[config.mk]
export PLATFORM = sky130hd
export DESIGN_NAME = decode38_hold_flat
export DESIGN_NICKNAME = d
export VERILOG_FILES = /design/src/rtl/decode38_pkg.sv /design/src/rtl/decode38_if.sv /design/src/rtl/decode38_fifo.sv /design/src/rtl/decode38_hold.sv /design/src/flat_wrapper.sv
export SDC_FILE = /design/constraint.sdc
export NUM_CORES = 1
export LEC_CHECK = 0
export ABC_AREA = 1
export BUFFER_PORTS_ARGS = -buffer_cell sky130_fd_sc_hd__buf_2
export CORE_MARGIN = 5
export CORE_UTILIZATION = 40
export CTS_CLUSTER_SIZE = 10
export DETAILED_ROUTE_END_ITERATION = 6
export PLACE_DENSITY = 0.62
export SYNTH_ARGS = -nofsm -noshare
export SYNTH_HDL_FRONTEND = slang
export SYNTH_SLANG_ARGS = --single-unit
[constraint.sdc]
create_clock -name clk -period 2.8 [get_ports clk]
set_input_delay 0.14 -clock clk [delete_from_list [all_inputs] [get_ports clk]]
set_output_delay 0.14 -clock clk [all_outputs]
set_load 0.05 [all_outputs]
[src/rtl/decode38_pkg.sv]
// Shared types and helpers for the 3-to-8 LED display decoder.
package decode38_pkg;

    localparam int unsigned CODE_W = 3;
    localparam int unsigned LED_W  = 8;

    typedef enum logic {
        IDLE = 1'b0,
        SHOW = 1'b1
    } state_t;

    typedef struct packed {
        logic              en;
        logic [CODE_W-1:0] code;
    } entry_t;

    // Disabled entries render as a blank slot rather than LED 0.
    function automatic logic [LED_W-1:0] onehot(input entry_t e);
        logic [LED_W-1:0] pat;
        pat = '0;
        if (e.en) begin
            pat = LED_W'(1) << e.code;
        end
        return pat;
    endfunction

endpackage

[src/rtl/decode38_if.sv]
// Producer-facing bus of decode38_hold: code entries in, LED pattern and status out.
interface decode38_if
    import decode38_pkg::*;
#(
    parameter int unsigned FIFO_DEPTH = 4
);
    localparam int unsigned LVL_W = $clog2(FIFO_DEPTH) + 1;

    logic              in_valid;
    logic              in_ready;
    logic [CODE_W-1:0] in_code;
    logic              in_en;
    logic              blink;
    logic [LED_W-1:0]  led;
    logic              busy;
    logic [LVL_W-1:0]  level;

    modport master (
        output in_valid,
        output in_code,
        output in_en,
        output blink,
        input  in_ready,
        input  led,
        input  busy,
        input  level
    );

    modport slave (
        input  in_valid,
        input  in_code,
        input  in_en,
        input  blink,
        output in_ready,
        output led,
        output busy,
        output level
    );

endinterface

[src/rtl/decode38_fifo.sv]
// Small synchronous FIFO of display entries with occupancy count and registered full flag.
module decode38_fifo
    import decode38_pkg::*;
#(
    parameter int unsigned DEPTH = 4
) (
    input  logic                   clk,
    input  logic                   rst_n,
    input  logic                   push,
    input  entry_t                 wdata,
    input  logic                   pop,
    output entry_t                 rdata,
    output logic                   full,
    output logic                   empty,
    output logic [$clog2(DEPTH):0] level
);

    localparam int unsigned AW = $clog2(DEPTH);
    localparam int unsigned LW = AW + 1;

    entry_t          mem [DEPTH];
    logic [AW-1:0]   wr_ptr_q;
    logic [AW-1:0]   rd_ptr_q;
    logic [LW-1:0]   level_q;
    logic [LW-1:0]   level_d;
    logic            full_q;
    logic            do_push;
    logic            do_pop;

    assign do_push = push & ~full_q;
    assign do_pop  = pop & (level_q != '0);

    // Simultaneous push and pop leave the occupancy unchanged.
    always_comb begin
        level_d = level_q;
        if (do_push && !do_pop) begin
            level_d = level_q + LW'(1);
        end else if (do_pop && !do_push) begin
            level_d = level_q - LW'(1);
        end
    end

    always_ff @(posedge clk or negedge rst_n) begin
        if (!rst_n) begin
            wr_ptr_q <= '0;
            rd_ptr_q <= '0;
            level_q  <= '0;
            full_q   <= 1'b0;
        end else begin
            if (do_push) begin
                wr_ptr_q <= wr_ptr_q + AW'(1);
            end
            if (do_pop) begin
                rd_ptr_q <= rd_ptr_q + AW'(1);
            end
            level_q <= level_d;
            full_q  <= (level_d == LW'(DEPTH));
        end
    end

    // Storage needs no reset; occupancy alone decides what is valid.
    always_ff @(posedge clk) begin
        if (do_push) begin
            mem[wr_ptr_q] <= wdata;
        end
    end

    assign rdata = mem[rd_ptr_q];
    assign full  = full_q;
    assign empty = (level_q == '0);
    assign level = level_q;

endmodule

[src/rtl/decode38_hold.sv]
// 3-to-8 LED display decoder: buffers {en, code} entries and shows each one-hot for HOLD_CYCLES clocks.
// Optional blinking of the shown pattern is built when DECODE38_BLINK_EN is defined.
module decode38_hold
    import decode38_pkg::*;
#(
    parameter int unsigned HOLD_CYCLES = 16,
    parameter int unsigned FIFO_DEPTH  = 4,
    parameter int unsigned BLINK_DIV   = 4
) (
    input  logic       clk,
    input  logic       rst_n,
    decode38_if.slave  bus
);

    localparam int unsigned CNT_W = (HOLD_CYCLES > 1) ? $clog2(HOLD_CYCLES) : 1;
    localparam int unsigned LVL_W = $clog2(FIFO_DEPTH) + 1;

    state_t            state_q;
    state_t            state_d;
    logic [CNT_W-1:0]  cnt_q;
    logic [CNT_W-1:0]  cnt_d;
    logic [LED_W-1:0]  pat_q;
    logic [LED_W-1:0]  pat_d;
    logic              busy_q;
    logic              busy_d;
    logic              pop;
    logic              load;
    logic              push;
    entry_t            wdata;
    entry_t            head;
    logic              full;
    logic              empty;
    logic [LVL_W-1:0]  level;

    assign push  = bus.in_valid & bus.in_ready;
    assign wdata = {bus.in_en, bus.in_code};

    decode38_fifo #(
        .DEPTH (FIFO_DEPTH)
    ) u_fifo (
        .clk   (clk),
        .rst_n (rst_n),
        .push  (push),
        .wdata (wdata),
        .pop   (pop),
        .rdata (head),
        .full  (full),
        .empty (empty),
        .level (level)
    );

    // State register for the display sequencer.
    always_ff @(posedge clk or negedge rst_n) begin
        if (!rst_n) begin
            state_q <= IDLE;
            cnt_q   <= '0;
            pat_q   <= '0;
            busy_q  <= 1'b0;
        end else begin
            state_q <= state_d;
            cnt_q   <= cnt_d;
            pat_q   <= pat_d;
            busy_q  <= busy_d;
        end
    end

    // Next entry is loaded on the same edge the previous hold expires, so there is no blank gap.
    always_comb begin
        state_d = state_q;
        cnt_d   = cnt_q;
        pat_d   = pat_q;
        busy_d  = busy_q;
        pop     = 1'b0;
        load    = 1'b0;
        case (state_q)
            IDLE: begin
                if (!empty) begin
                    load = 1'b1;
                end else begin
                    pat_d  = '0;
                    busy_d = 1'b0;
                end
            end
            SHOW: begin
                if (cnt_q != '0) begin
                    cnt_d = cnt_q - CNT_W'(1);
                end else if (!empty) begin
                    load = 1'b1;
                end else begin
                    pat_d   = '0;
                    busy_d  = 1'b0;
                    state_d = IDLE;
                end
            end
            default: begin
                state_d = IDLE;
            end
        endcase
        if (load) begin
            pop     = 1'b1;
            pat_d   = onehot(head);
            cnt_d   = CNT_W'(HOLD_CYCLES - 1);
            busy_d  = 1'b1;
            state_d = SHOW;
        end
    end

`ifdef DECODE38_BLINK_EN
    localparam int unsigned BW = (BLINK_DIV > 1) ? $clog2(BLINK_DIV) : 1;

    logic [BW-1:0] bcnt_q;
    logic          phase_q;

    // Blink phase restarts lit on every load and toggles every BLINK_DIV shown cycles.
    always_ff @(posedge clk or negedge rst_n) begin
        if (!rst_n) begin
            bcnt_q  <= '0;
            phase_q <= 1'b1;
        end else if (load) begin
            bcnt_q  <= '0;
            phase_q <= 1'b1;
        end else if (state_q == SHOW) begin
            if (bcnt_q == BW'(BLINK_DIV - 1)) begin
                bcnt_q  <= '0;
                phase_q <= ~phase_q;
            end else begin
                bcnt_q <= bcnt_q + BW'(1);
            end
        end
    end

    assign bus.led = pat_q & {LED_W{phase_q | ~bus.blink}};
`else
    logic unused_blink;

    assign unused_blink = bus.blink ^ (BLINK_DIV == 0);
    assign bus.led      = pat_q;
`endif

    assign bus.busy     = busy_q;
    assign bus.level    = level;
    assign bus.in_ready = ~full;

endmodule
[src/flat_wrapper.sv]
// flat-port wrapper written by rule: the top's interface ports become plain ports
module decode38_hold_flat import decode38_pkg::*;
#(
    parameter int unsigned HOLD_CYCLES = 16,
    parameter int unsigned FIFO_DEPTH  = 4,
    parameter int unsigned BLINK_DIV   = 4
)
  (clk, rst_n, bus_in_valid, bus_in_code, bus_in_en, bus_blink, bus_in_ready, bus_led, bus_busy, bus_level);
  decode38_if #(.FIFO_DEPTH(FIFO_DEPTH)) bus_i ();
  input  logic clk;
  input  logic rst_n;
  input wire logic [$bits(bus_i.in_valid)-1:0] bus_in_valid;
  input wire logic [$bits(bus_i.in_code)-1:0] bus_in_code;
  input wire logic [$bits(bus_i.in_en)-1:0] bus_in_en;
  input wire logic [$bits(bus_i.blink)-1:0] bus_blink;
  output wire logic [$bits(bus_i.in_ready)-1:0] bus_in_ready;
  output wire logic [$bits(bus_i.led)-1:0] bus_led;
  output wire logic [$bits(bus_i.busy)-1:0] bus_busy;
  output wire logic [$bits(bus_i.level)-1:0] bus_level;
  assign bus_i.in_valid = bus_in_valid;
  assign bus_i.in_code = bus_in_code;
  assign bus_i.in_en = bus_in_en;
  assign bus_i.blink = bus_blink;
  assign bus_in_ready = bus_i.in_ready;
  assign bus_led = bus_i.led;
  assign bus_busy = bus_i.busy;
  assign bus_level = bus_i.level;
  decode38_hold #(.HOLD_CYCLES(HOLD_CYCLES), .FIFO_DEPTH(FIFO_DEPTH), .BLINK_DIV(BLINK_DIV)) u_core (.clk(clk), .rst_n(rst_n), .bus(bus_i));
endmodule
==> results_tabular.tex <==
\begin{tabular}{lr}
\hline
Metric & Value \\
\hline
\multicolumn{2}{l}{\textbf{Clock tree}} \\
\quad CTS max path bufs & 2 \\
\quad CTS H-tree depth & 2 \\
\quad CTS tree & done \\
\quad Clock Pin Slew Worst Setup and Hold Paths & 80 ps \\
\quad Setup Fix Bufs, Post-CTS & 0 \\
\quad \# resized after CTS & 0 \\
\quad Inserted Clock Buffers & 5 \\
\quad Root buffer cell & sky130\_fd\_sc\_hd\_\_clkbuf\_8 \\
\quad \# clock sinks & 38 \\
\quad Later-pin clock latency in the skew report & between 200 and 300 ps \\
\multicolumn{2}{l}{\textbf{Routing}} \\
\quad Routed wire length per instance & 11.1 um \\
\quad Avg Vias per Cell & 4.55 \\
\quad Routed via count & 1170 \\
\quad Number of DRC violations after detailed-routing iteration 0 & 43 \\
\quad Wirelength, routed & 2850 um \\
\quad ANT nets after route & 0 \\
\quad First-pass iteration count of the detailed router & 4 \\
\quad DR DRC count & 0 \\
\multicolumn{2}{l}{\textbf{Floorplan}} \\
\quad Die extent in x & 76.4 um \\
\quad Initial Util & between 40\% and 50\% \\
\quad Area of the die & 5840 um\^{}2 \\
\quad Number of standard-cell rows in the floorplan & 24 \\
\quad Core area & between 4000 and 5000 um\^{}2 \\
\quad Total I/O pin count & 21 \\
\quad Chip height & 76.4 um \\
\multicolumn{2}{l}{\textbf{STA}} \\
\quad Actual slew at the worst max-slew pin & between 400 and 500 ps \\
\quad Count of endpoints failing hold in the final timing report & 0 \\
\quad Worst slew margin & 67.0\% \\
\quad Setup tns final & 0 ps \\
\quad Final worst path period need & $\sim$1600 ps \\
\quad RSZ-0062 raised after global routing & false \\
\quad Worst clock skew & 4.77 ps \\
\quad Upper clock frequency limit & 626 MHz \\
\quad Tcrit/Tclk final & 57.1\% \\
\quad Final-report max-slew violation count & 0 \\
\quad Final setup viols & 0 \\
\quad Worst hold margin & approximately 66 ps \\
\multicolumn{2}{l}{\textbf{Cells and area}} \\
\quad Total number of nets in the final design & roughly 220 \\
\quad Number of diodes added for antenna fixing & 0 \\
\quad Layout area overhead & 15.2\% \\
\quad Share of layout cells above drive strength 1 & 20.5\% \\
\quad Seq. cell area & roughly 1000 um\^{}2 \\
\quad Count of fill cells added during filler insertion & 439 \\
\quad Multi-input combinational cell area & 614 um\^{}2 \\
\multicolumn{2}{l}{\textbf{Power}} \\
\quad Internal power component & 1330 uW \\
\quad P\_sw & 1050 uW \\
\quad Sw Share & 44.1\% \\
\quad Leakage & 0.000974 uW \\
\quad Worst-case vdd ir drop & 0.478 mV \\
\quad Sequential group share of total power & 37.6\% \\
\quad Part of the total power dissipated in the clock network & a little under 20\% \\
\quad Pwr/cell area & 1170 nW/um\^{}2 \\
\quad Comb power frac & 42.9\% \\
\multicolumn{2}{l}{\textbf{Place}} \\
\quad I/O Buffers & 19 \\
\quad Final weighted congestion in routability-driven placement & 0.737 \\
\quad Detailed-placement wirelength estimate & 2120 um \\
\multicolumn{2}{l}{\textbf{Worst setup path}} \\
\quad Data arrival time of the critical path & 1760 ps \\
\quad Reg-to-reg slack, setup & 1200 ps \\
\quad Worst Path Max Fanout & 13 \\
\quad Data required, critical path & 2960 ps \\
\quad Crit path launch type & flip-flop \\
\quad Category of the critical setup timing path & flip-flop to flip-flop \\
\quad Kind of capture point of the worst setup path & flip-flop \\
\multicolumn{2}{l}{\textbf{Synthesis}} \\
\quad Post-Synthesis Cell Area & 1760 um\^{}2 \\
\quad Number of synthesized register bits & 38 \\
\quad Count of warnings emitted by yosys & 0 \\
\quad Synth Area in Simple Gates & 22.4\% \\
\quad Fraction of synthesized area in multiplexers & 0\% \\
\quad Gate count after technology mapping & 179 \\
\quad Fraction of synthesized cell area taken by the top area cell type & 31.2\% \\
\quad Most common flop cell mapped by yosys & sky130\_fd\_sc\_hd\_\_dfrtp\_1 \\
\quad Sequential-to-total area share from yosys stat & about three fifths \\
\quad Library cells used by synthesis & 22 \\
\quad Post-synthesis share of cell area spent on full adders, half adders and majority gates & 6.38\% \\
\quad Post-Synth XOR/XNOR Area & 1.49\% \\
\quad Fraction of the mapped netlist area in compound gates & 4.54\% \\
\quad Proportion of synthesized flip-flops having asynchronous set or reset & 57.9\% \\
\quad Largest area contributor in the netlist & sky130\_fd\_sc\_hd\_\_dfrtp\_1 \\
\quad Cell types with the largest area share after synthesis & sky130\_fd\_sc\_hd\_\_dfrtp\_1 (31\%), sky130\_fd\_sc\_hd\_\_edfxtp\_1 (27\%), sky130\_fd\_sc\_hd\_\_nand2\_1 (10\%) \\
\quad Leading cell types by count after synthesis & sky130\_fd\_sc\_hd\_\_nand2\_1 (49), sky130\_fd\_sc\_hd\_\_inv\_1 (23), sky130\_fd\_sc\_hd\_\_dfrtp\_1 (22) \\
\quad Dominant combinational cell family by area after synthesis & simple AND/OR/NAND/NOR gates \\
\quad Syn Area/Cell & around 9.9 um\^{}2 \\
\quad Net Count, Synth & 196 \\
\quad EDFF count, synth & 16 \\
\quad Most common cell in the netlist & sky130\_fd\_sc\_hd\_\_nand2\_1 \\
\multicolumn{2}{l}{\textbf{GRT}} \\
\quad Global-route wire length before repair & approximately 5300 um \\
\quad Total overflow reported by the global router & 0 \\
\quad Total routing usage reported by global routing & between 10 and 15\% \\
\quad Number of antenna violations at the first check in global routing & 0 \\
\quad Pin count of the biggest net entering global routing & 23 \\
\quad Number of global-route vias before repair & between 1000 and 1500 \\
\multicolumn{2}{l}{\textbf{Min path}} \\
\quad Type of the worst min-delay path & primary input to flip-flop \\
\multicolumn{2}{l}{\textbf{Job}} \\
\quad Max capacitance violation total & 0 \\
\multicolumn{2}{l}{\textbf{Outcome}} \\
\quad Run status & completed \\
\hline
\end{tabular}
[metal layers]
metal	GRT usage, %	vias up	part of all wire [%]	routed length, um
met1	14.1	528	46	1320
met5	0	-	0	0
met4	4.20	0	1.0	29
met3	4.26	2	5.2	147
met2	17.0	21	48	1360
li1	-	619	-	-
[placed cells by master, fill, tap and decap left out]
master                           n
sky130_fd_sc_hd__xor2_1          2
sky130_fd_sc_hd__ha_1            9
sky130_fd_sc_hd__buf_2          19
sky130_fd_sc_hd__clkinv_4        1
sky130_fd_sc_hd__nor2_1         11
sky130_fd_sc_hd__dlygate4sd3_1   1
sky130_fd_sc_hd__dfrtp_1        22
sky130_fd_sc_hd__nand2_4         4
sky130_fd_sc_hd__clkbuf_8        5
sky130_fd_sc_hd__xnor2_1         1
sky130_fd_sc_hd__a21oi_1         1
sky130_fd_sc_hd__edfxtp_1       16
sky130_fd_sc_hd__nand4_1         2
sky130_fd_sc_hd__nand3_2         2
sky130_fd_sc_hd__clkinvlp_4      2
sky130_fd_sc_hd__nand3_1        10
sky130_fd_sc_hd__bufinv_16       1
sky130_fd_sc_hd__inv_2           2
sky130_fd_sc_hd__o21ai_0         7
sky130_fd_sc_hd__nor3_1          1
sky130_fd_sc_hd__inv_1          23
sky130_fd_sc_hd__nor2_2          3
sky130_fd_sc_hd__nand2_2         3
sky130_fd_sc_hd__nand2_1        49
sky130_fd_sc_hd__o21ai_1         8
[power by group through the flow]
stage	clock (uW)	sequential [uW]	combinational [uW]
finish	462	895	1020
global route	497	923	1170
CTS	474	899	1040
detailed placement	0	907	1030
global placement	0	902	1010
floorplan	0	1070	666
[path summary, 6_finish.rpt]
kind	start	to	cells after the start
max	u_core.cnt_q[0]$_DFFE_PN0P_	u_core.cnt_q[3]$_DFFE_PN0P_	8
min	bus_in_en	u_core.u_fifo.mem[3][3]$_DFFE_PP_	1
max reg2reg	u_core.cnt_q[0]$_DFFE_PN0P_	u_core.cnt_q[3]$_DFFE_PN0P_	8
min reg2reg	u_core.bus.busy$_DFFE_PN0P_	u_core.bus.busy$_DFFE_PN0P_	2
max in group asynchronous	rst_n	u_core.bus.led[2]$_DFFE_PN0P_	2
min in group asynchronous	rst_n	u_core.bus.busy$_DFFE_PN0P_	2
[timing repair]
item | CTS | global route
hold endpoints to repair | 22 | 0
hold buffers | 1 | 0
setup endpoints to repair | 0 | 0
[cells by family after synthesis]
kind of cell,count (synthesis)
xor gates and xnor gates,3
and+or+nand+nor,85
AOI/OAI and AO/OA,16
DFF,38
adders and majority gates,9
buffers and inverters,28
[critical path, cell delays in order (launching register included)]
cell and delay (ps):
sky130_fd_sc_hd__dfrtp_1 390, sky130_fd_sc_hd__inv_1 80, sky130_fd_sc_hd__ha_1 200, sky130_fd_sc_hd__nand2_2 80, sky130_fd_sc_hd__nand2_4 80, sky130_fd_sc_hd__inv_1 290, sky130_fd_sc_hd__nand2_1 120, sky130_fd_sc_hd__o21ai_0 120
sky130_fd_sc_hd__o21ai_0 110
[registers in the layout (all words and copies together) (netlist names)]
name / cells
u_core.u_fifo.mem: 16
u_core.bus.led: 8
u_core.cnt_q: 4
u_core.u_fifo.level: 3
u_core.u_fifo.rd_ptr_q: 2
u_core.u_fifo.wr_ptr_q: 2
u_core.bus.busy: 1
u_core.state_q: 1
u_core.u_fifo.full: 1
[area by class of cell]
class,instances,area share [%]
Clock buffer,5,3.39
Timing Repair Buffer,20,5.17
Clock inverter,3,2.22
Inverter,26,5.05
Tap cell,52,3.20
Sequential cell,38,50.7
Multi-Input combinational cell,113,30.2
[through the flow]
stage / total power, uW / instances / cell area [um^2] / utilization [%] / worst slack [ps]
after floorplan: 1730 / 179 / 1760 / - / 1130
after global placement: 1920 / 248 / 1910 / 44.1 / 1260
after CTS: 2410 / 257 / 2030 / 47.0 / 1200
after global routing: 2590 / 257 / 2030 / 47.0 / 993
after detailed placement: 1940 / 248 / 1910 / 44.1 / 1260
final: 2380 / 257 / 2030 / 47.0 / 1200
(Power assumes the default switching activity.)
